<file path="src/rtl/knn_dist_gen.sv">
// knn_dist_gen: streams datapoints against a latched test point and emits the
// squared Euclidean distance of each, tagged with its index in the pass.
// Two registered pipeline stages: difference, then sum of squares.
// Optional build macro KNN_DIST_SAT_EN: saturate dist_entry to all-ones when
// the full sum does not fit in DATA_W bits (default build wraps instead).
//
// Handshake: a datapoint transfers on a rising edge where pt_valid and
// pt_ready are both high; pt_ready does not depend on pt_valid. The output
// side has no back-pressure: valid is a one-cycle qualifier for datap_id and
// dist_entry, which hold their last values while valid is low.
module knn_dist_gen #(
  parameter int DATA_W  = 32,
  parameter int COORD_W = 16
) (
  input  logic                      clk,
  input  logic                      rst,
  input  logic                      start,
  input  logic [7:0]                n_points,
  input  logic signed [COORD_W-1:0] test_x,
  input  logic signed [COORD_W-1:0] test_y,
  input  logic                      pt_valid,
  output logic                      pt_ready,
  input  logic signed [COORD_W-1:0] pt_x,
  input  logic signed [COORD_W-1:0] pt_y,
  output logic                      valid,
  output logic [7:0]                datap_id,
  output logic [DATA_W-1:0]         dist_entry,
  output logic                      busy,
  output logic                      done,
  output logic [1:0]                fsm_state
);

  localparam int DIFF_W = COORD_W + 1;
  localparam int SQ_W   = 2 * COORD_W + 2;
  localparam int SUM_W  = 2 * COORD_W + 3;

  typedef enum logic [1:0] {
    S_IDLE  = 2'd0,
    S_RUN   = 2'd1,
    S_DRAIN = 2'd2,
    S_DONE  = 2'd3
  } state_t;

  state_t state, state_next;

  logic [7:0]                n_pts_r;
  logic signed [COORD_W-1:0] test_x_r, test_y_r;
  logic [7:0]                id_cnt;
  logic                      start_ok;
  logic                      accept;

  logic                      s1_valid;
  logic signed [DIFF_W-1:0]  s1_dx, s1_dy;
  logic [7:0]                s1_id;

  logic signed [DIFF_W-1:0]  dx_next, dy_next;
  logic signed [SQ_W-1:0]    sq_x, sq_y;
  logic [SUM_W-1:0]          sum;
  logic [DATA_W-1:0]         dist_next;

  // start is only honoured in IDLE, so the pass parameters stay stable mid-pass
  assign start_ok  = start && (state == S_IDLE);
  assign accept    = pt_valid && (state == S_RUN);
  assign fsm_state = state;

  // State register
  always_ff @(posedge clk) begin
    if (rst) state <= S_IDLE;
    else     state <= state_next;
  end

  // Next-state logic and state-decoded outputs
  always_comb begin
    state_next = state;
    pt_ready   = 1'b0;
    busy       = 1'b0;
    done       = 1'b0;
    case (state)
      S_IDLE: begin
        if (start) state_next = (n_points != 8'd0) ? S_RUN : S_DONE;
      end
      S_RUN: begin
        pt_ready = 1'b1;
        busy     = 1'b1;
        if (pt_valid && (id_cnt == n_pts_r - 8'd1)) state_next = S_DRAIN;
      end
      S_DRAIN: begin
        busy = 1'b1;
        // Stage 1 empty means the last result is in (or has left) stage 2
        if (!s1_valid) state_next = S_DONE;
      end
      S_DONE: begin
        done       = 1'b1;
        state_next = S_IDLE;
      end
      default: state_next = S_IDLE;
    endcase
  end

  // Pass parameters and id counter, captured on an accepted start
  always_ff @(posedge clk) begin
    if (rst) begin
      n_pts_r  <= 8'd0;
      test_x_r <= '0;
      test_y_r <= '0;
      id_cnt   <= 8'd0;
    end else if (start_ok) begin
      n_pts_r  <= n_points;
      test_x_r <= test_x;
      test_y_r <= test_y;
      id_cnt   <= 8'd0;
    end else if (accept) begin
      id_cnt <= id_cnt + 8'd1;
    end
  end

  // Sign-extended differences; one extra bit makes them exact
  always_comb begin
    dx_next = {pt_x[COORD_W-1], pt_x} - {test_x_r[COORD_W-1], test_x_r};
    dy_next = {pt_y[COORD_W-1], pt_y} - {test_y_r[COORD_W-1], test_y_r};
  end

  // Stage 1: register differences and the point's id
  always_ff @(posedge clk) begin
    if (rst) begin
      s1_valid <= 1'b0;
      s1_dx    <= '0;
      s1_dy    <= '0;
      s1_id    <= 8'd0;
    end else begin
      s1_valid <= accept;
      if (accept) begin
        s1_dx <= dx_next;
        s1_dy <= dy_next;
        s1_id <= id_cnt;
      end
    end
  end

  // Squares are non-negative, so the sum is carried unsigned with one guard bit
  always_comb begin
    sq_x = $signed({{(SQ_W - DIFF_W){s1_dx[DIFF_W-1]}}, s1_dx}) *
           $signed({{(SQ_W - DIFF_W){s1_dx[DIFF_W-1]}}, s1_dx});
    sq_y = $signed({{(SQ_W - DIFF_W){s1_dy[DIFF_W-1]}}, s1_dy}) *
           $signed({{(SQ_W - DIFF_W){s1_dy[DIFF_W-1]}}, s1_dy});
    sum  = {1'b0, sq_x} + {1'b0, sq_y};
  end

`ifdef KNN_DIST_SAT_EN
  localparam int EXT_W = (SUM_W > DATA_W) ? SUM_W : DATA_W;
  logic [EXT_W-1:0] sum_ext;

  // Clamp to all-ones when the sum exceeds the output range
  always_comb begin
    sum_ext   = EXT_W'(sum);
    dist_next = (sum_ext > EXT_W'({DATA_W{1'b1}})) ? {DATA_W{1'b1}}
                                                   : sum_ext[DATA_W-1:0];
  end
`else
  // Keep the low DATA_W bits of the sum
  always_comb begin
    dist_next = DATA_W'(sum);
  end
`endif

  // Stage 2: output register; id and distance only move with a new result
  always_ff @(posedge clk) begin
    if (rst) begin
      valid      <= 1'b0;
      datap_id   <= 8'd0;
      dist_entry <= '0;
    end else begin
      valid <= s1_valid;
      if (s1_valid) begin
        datap_id   <= s1_id;
        dist_entry <= dist_next;
      end
    end
  end

endmodule

</file>
<file path="config.mk">
export PLATFORM = sky130hd
export DESIGN_NAME = knn_dist_gen
export DESIGN_NICKNAME = d
export VERILOG_FILES = /design/src/rtl/knn_dist_gen.sv
export SDC_FILE = /design/constraint.sdc
export NUM_CORES = 2
export LEC_CHECK = 0
export BUFFER_PORTS_ARGS = -buffer_cell sky130_fd_sc_hd__buf_2
export CELL_PAD_IN_SITES_DETAIL_PLACEMENT = 1
export CELL_PAD_IN_SITES_GLOBAL_PLACEMENT = 2
export CORE_MARGIN = 3
export CORE_UTILIZATION = 41
export DETAILED_ROUTE_END_ITERATION = 8
export PLACE_DENSITY = 0.86
export SLEW_MARGIN = 10
export SYNTH_ARGS = -nofsm -noshare
export SYNTH_HDL_FRONTEND = slang
export SYNTH_SLANG_ARGS = --single-unit
</file>
<file path="constraint.sdc">
create_clock -name clk -period 8 [get_ports clk]
set_input_delay 1.6 -clock clk [delete_from_list [all_inputs] [get_ports clk]]
set_output_delay 1.6 -clock clk [all_outputs]
set_load 0.05 [all_outputs]
</file>
# Word-level counts from Yosys, hierarchy flattened
# Cells that the tools add are included.
word_totals:
  register_bits: 134
  input_bits: 76
  output_inout_bits: 46
  wordCells: 42
classes:
  n_addsub: 5
  mul: 2
  n_eq_ne: 7
  mux: 8
  n_reduce_logical: 8
ops:
  columns: ["op", "count"]
  rows:
  - ["multiplier 17 x 17 -> 32 bit", 2]
  - ["subtractor 16 x 16 -> 17 bit", 2]
  - ["adder 32 bit", 1]
  - ["adder 8 x 1 -> 8 bit (second input constant)", 1]
  - ["equality test 8 bit", 1]
  - ["2-to-1 mux 2 bit", 4]
  - ["case mux 2 bit (4 select lines)", 1]
  - ["nonzero test 8 bit", 1]
  - ["subtractor 8 x 1 -> 8 bit (second input constant)", 1]
  - ["equality test 2 bit (second input constant)", 2]
  - ["!= test 2 bit (second input constant)", 2]
  - ["OR reduction 2 bit", 2]
  - ["logical AND 1 bit", 3]
  - ["2-to-1 mux 1 bit", 3]
  - ["AND reduction 3 bit", 1]
  - ["equality test 2 x 1 -> 1 bit (second input constant)", 1]
  - ["zero test 2 bit", 1]
  - ["!= test 2 x 1 -> 1 bit (second input constant)", 1]

# Longest topological paths before layout
depth:
  word_depth: 5
  depth_mapped: 30

# Worst setup path after synthesis
# OpenSTA, ideal clock, no wires.
synth_timing:
  path_type: "flip-flop to flip-flop"
  startpoint: "register s1_dy[16]"
  endpoint: "register dist_entry[31]"
  setup_ns: 0.122
  t_arrival_ns: 7.235
  t_required_ns: 7.878
  path_slack_ns: 0.643
  path_stages_with_launch: 26
  period_less_slack_ns: 7.357
  path_cell_list: "dfxtp_1 -> clkbuf_1 -> nand2_1 -> inv_1 -> fa_1 -> fa_1 -> inv_1 -> fa_1 -> fa_1 -> inv_1 -> fa_1 -> fa_1 -> fa_1 -> inv_1 -> fa_1 -> inv_1 -> ha_1 -> a21oi_2 -> o221ai_2 -> a31o_1 -> a211oi_1 -> o21bai_1 -> o41ai_2 -> o21ai_1 -> xnor2_1 -> o21ai_1"
synth_between:
  elab_chain_len: 2
synth_rtl:
  columns: ["item", "line_no", "source"]
  rows:
  - ["from (decl)", "53", "logic signed [DIFF_W-1:0] s1_dx, s1_dy;"]
  - ["from (signal assigned)", "134", "s1_dy <= dy_next;"]
  - ["multiplier 17 x 17 -> 32 bit", "144", "sq_y = $signed({{(SQ_W - DIFF_W){s1_dy[DIFF_W-1]}}, s1_dy}) *"]
  - ["adder 32 bit", "146", "sum = {1'b0, sq_x} + {1'b0, sq_y};"]
  - ["to (signal assigned)", "176", "dist_entry <= dist_next;"]
  - ["to (decl)", "27", "output logic [DATA_W-1:0] dist_entry,"]
# No other way between the ends.
# A chain may end at the register's enable or synchronous reset.

# Final worst setup path
layout_timing:
  startpoint: "register s1_dy[12]"
  endpoint: "register dist_entry[30]"
# Same word-level chain as after synthesis.

==> impl_metrics.tcl <==
set metrics [dict create \
    syn-num-nets 3623 \
    vias 18300 \
    maxSlewHeadroom 0.318 \
    layout_min_cycle_time_ns 7.75 \
    peakVddDrop_v 0.000131 \
    max_stage_delay_ns 0.85 \
    worstHoldStart "test_y_r[12]" \
    gp_congestion 0.858 \
    setup_ws_ns 0.249 \
    startpoint_type "flip-flop" \
    yosys_warnings 0 \
    slew_viol_final 0 \
    finalSetupTns_ns 0 \
    grt_pass1_wl_um 115000 \
    synth-edff-count 0 \
    fp.dieW_um 256 \
    timing.rr.start "s1_dy[12]" \
    outcome "finished clean" \
    worstPathRequired_ns 8.27 \
    num_rows 90 \
    powerDensity_mw_per_mm2 185 \
    hold_depth 2 \
    timing.fmax_ghz 0.129 \
    synthFlopType "dfxtp_1" \
    rr_worst_depth 25 \
    clockRootBuffer "clkbuf_16" \
    clock_latency_ns 0.43 \
    tritoncts "yes" \
    p_clk_frac 0.151 \
    timing.final.crit_share 0.969 \
    clk_pin_slew_ns 0.07 \
    grt_pass1_vias 22000 \
    nets 3723 \
    p_sw_frac 0.516 \
    design_area_sq_mm 0.0278 \
    internal-power_mw 2.49 \
    fp.dieH_um 256 \
    routedWlPerCell_um 18.7 \
    io_buffers 121 \
    seq_area_frac_synth 0.105 \
    synth-async-reset-ratio 0 \
    grt_max_degree 80 \
    htreeDepth 4 \
    worst_slew_pin_slew_ns 1.02 \
    dr.pass1.iters 5 \
    hpwl_um 59900 \
    antenna_found_initial 5 \
    cp.arrival_ns 8.02 \
    worst_setup_path_end_kind "flip-flop" \
    layout_commonest_cell "inv_1" \
    cts.path.max_buffers 2 \
    cts_made_buffers 17 \
    drc 0 \
    syn_inst 2791 \
    dp_slack_ns 0.154 \
    worstHoldPathType "reg2reg" \
    dp_cells 3700 \
    initial_core_util 0.419 \
    synth_seq_cells 134 \
    cap_viol_max_count 0 \
    cp_top_family "adder cells" \
    syn_area_per_cell_sq_um 9.15 \
    design.die.area_sq_mm 0.0653 \
    cts.sinks 134 \
    critPathKind "reg2reg" \
    setup_viol 0 \
    vias_per_cell 4.91 \
    postCtsSetupBuffers 0 \
    crit_top_cell "fa_1" \
    p_comb_frac 0.669 \
    instances_no_fill 3734 \
    cellLeakagePower_nw 14.0 \
    syn_area_sq_mm 0.0255 \
    critPathMaxFanout 11 \
    switchingPower_mw 2.66 \
    drt-initial-drc-count 647 \
    coreArea_sq_mm 0.0610 \
    critPathSlowestCell "dfxtp_1" \
    synth.distinct_cells 73 \
    routed_wl_um 69800 \
    cts-hold-fix-buffers 0 \
    placed_area_sq_mm 0.0273 \
    grt-ovfl-total 0 \
    ant_nets 0 \
    skew_ns 0.0318 \
    grt_usage 0.223 \
    syn_to_final_growth_pct 8.96 \
    rsz0062_at_grt "no" \
    path_buf_inv 6 \
    startpoint "s1_dy[12]" \
    final_cell_mix "inv_1 (758), fa_1 (574), nand2_1 (307), ha_1 (182), dfxtp_1 (130)" \
    hold_violations 0 \
    crit_cells 25 \
    drive_gt1_frac 0.0840 \
    pwr-share-seq 0.180 \
    pin_count 122 \
]
final timing paths:
| path | to | slack [ns] |
|---|---|---|
| hold / removal | test_y_r[12] | 0.46 |
| hold reg to reg | test_y_r[12] | 0.46 |
| setup / recovery | dist_entry[30] | 0.25 |
| setup reg to reg | dist_entry[30] | 0.25 |
kinds of logic (layout without fill, tap and decap cells):
family	Yosys count	count (layout)	share of synthesized area
compound gates	247	247	0.0627
fa+ha+maj	756	756	0.539
buf+inv	857	970	0.126
flops	134	134	0.105
xor+xnor	100	100	0.0348
simple gates	674	674	0.123
mux	23	23	0.00901
other cells	0	2	0
area by class of cell:
type / instances / area, sq um
Tap cell: 828 / 1040
Timing Repair Buffer: 178 / 1040
Sequential cell: 134 / 2690
Antenna cell: 2 / 5.00
Clock inverter: 15 / 139
Fill cell: 7206 / 33200
Clock buffer: 17 / 425
Multi-Input combinational cell: 1800 / 19600
Inverter: 760 / 2860
synthesized netlist by cell type, drive strengths merged (18+ instances only):
library cell	instances	area, sq um
mux2i	23	230
inv	759	2850
nor2b	37	231
a21o	19	143
ha	182	2280
fa	574	11500
xnor2	74	648
clkbuf	87	327
xor2	25	219
a211oi	18	145
a21oi	108	548
nand2	308	1160
o21ai	39	199
nor2	114	430
and2	118	738
nor3	23	115
dfxtp	134	2680
sequential cells by signal, summed over array words and instances, names as in the netlist:
name,flops
dist_entry,32
s1_dx,17
s1_dy,17
test_x_r,16
test_y_r,16
datap_id,8
id_cnt,8
n_pts_r,8
s1_id,8
fsm_state,2
s1_valid,1
valid,1
layer usage:
metal	wire length (um)	part of all wire	global-route usage	vias up
li1	-	-	-	8411
met1	27500	0.39	0.261	9551
met2	37900	0.54	0.424	250
met3	1810	0.026	0.0231	112
met4	2540	0.036	0.0744	6
met5	41	0.00059	0	-
worst min-delay path, delay by kind of cell, from the launching register on:
family          cells  cell delay [ns]
compound gates      1             0.05
flops               1             0.31
simple gates        1             0.05
power by group through the flow:
stage               clock, mW  combinational, mW  sequential (mW)
global placement            0               3.33            0.935
CTS                     0.795               3.49            0.926
floorplan                   0               2.32            0.911
detailed placement          0               3.45            0.941
global route            0.823               3.86            0.940
finish                  0.776               3.45            0.929
through the flow:
stage | util | hold slack (ns) | power, mW
after floorplan | - | 0.436 | 3.23
after global placement | 0.447 | 0.440 | 4.26
after detailed placement | 0.447 | 0.447 | 4.40
after CTS | 0.456 | 0.455 | 5.21
after global routing | 0.456 | 0.471 | 5.63
final | 0.456 | 0.458 | 5.15
repair_timing:
item,4_1_cts,5_1_grt
endpoints found under the setup margin,0,4
gates resized for setup,0,4
endpoints found under the hold margin,0,0
(Power assumes the default switching activity.)
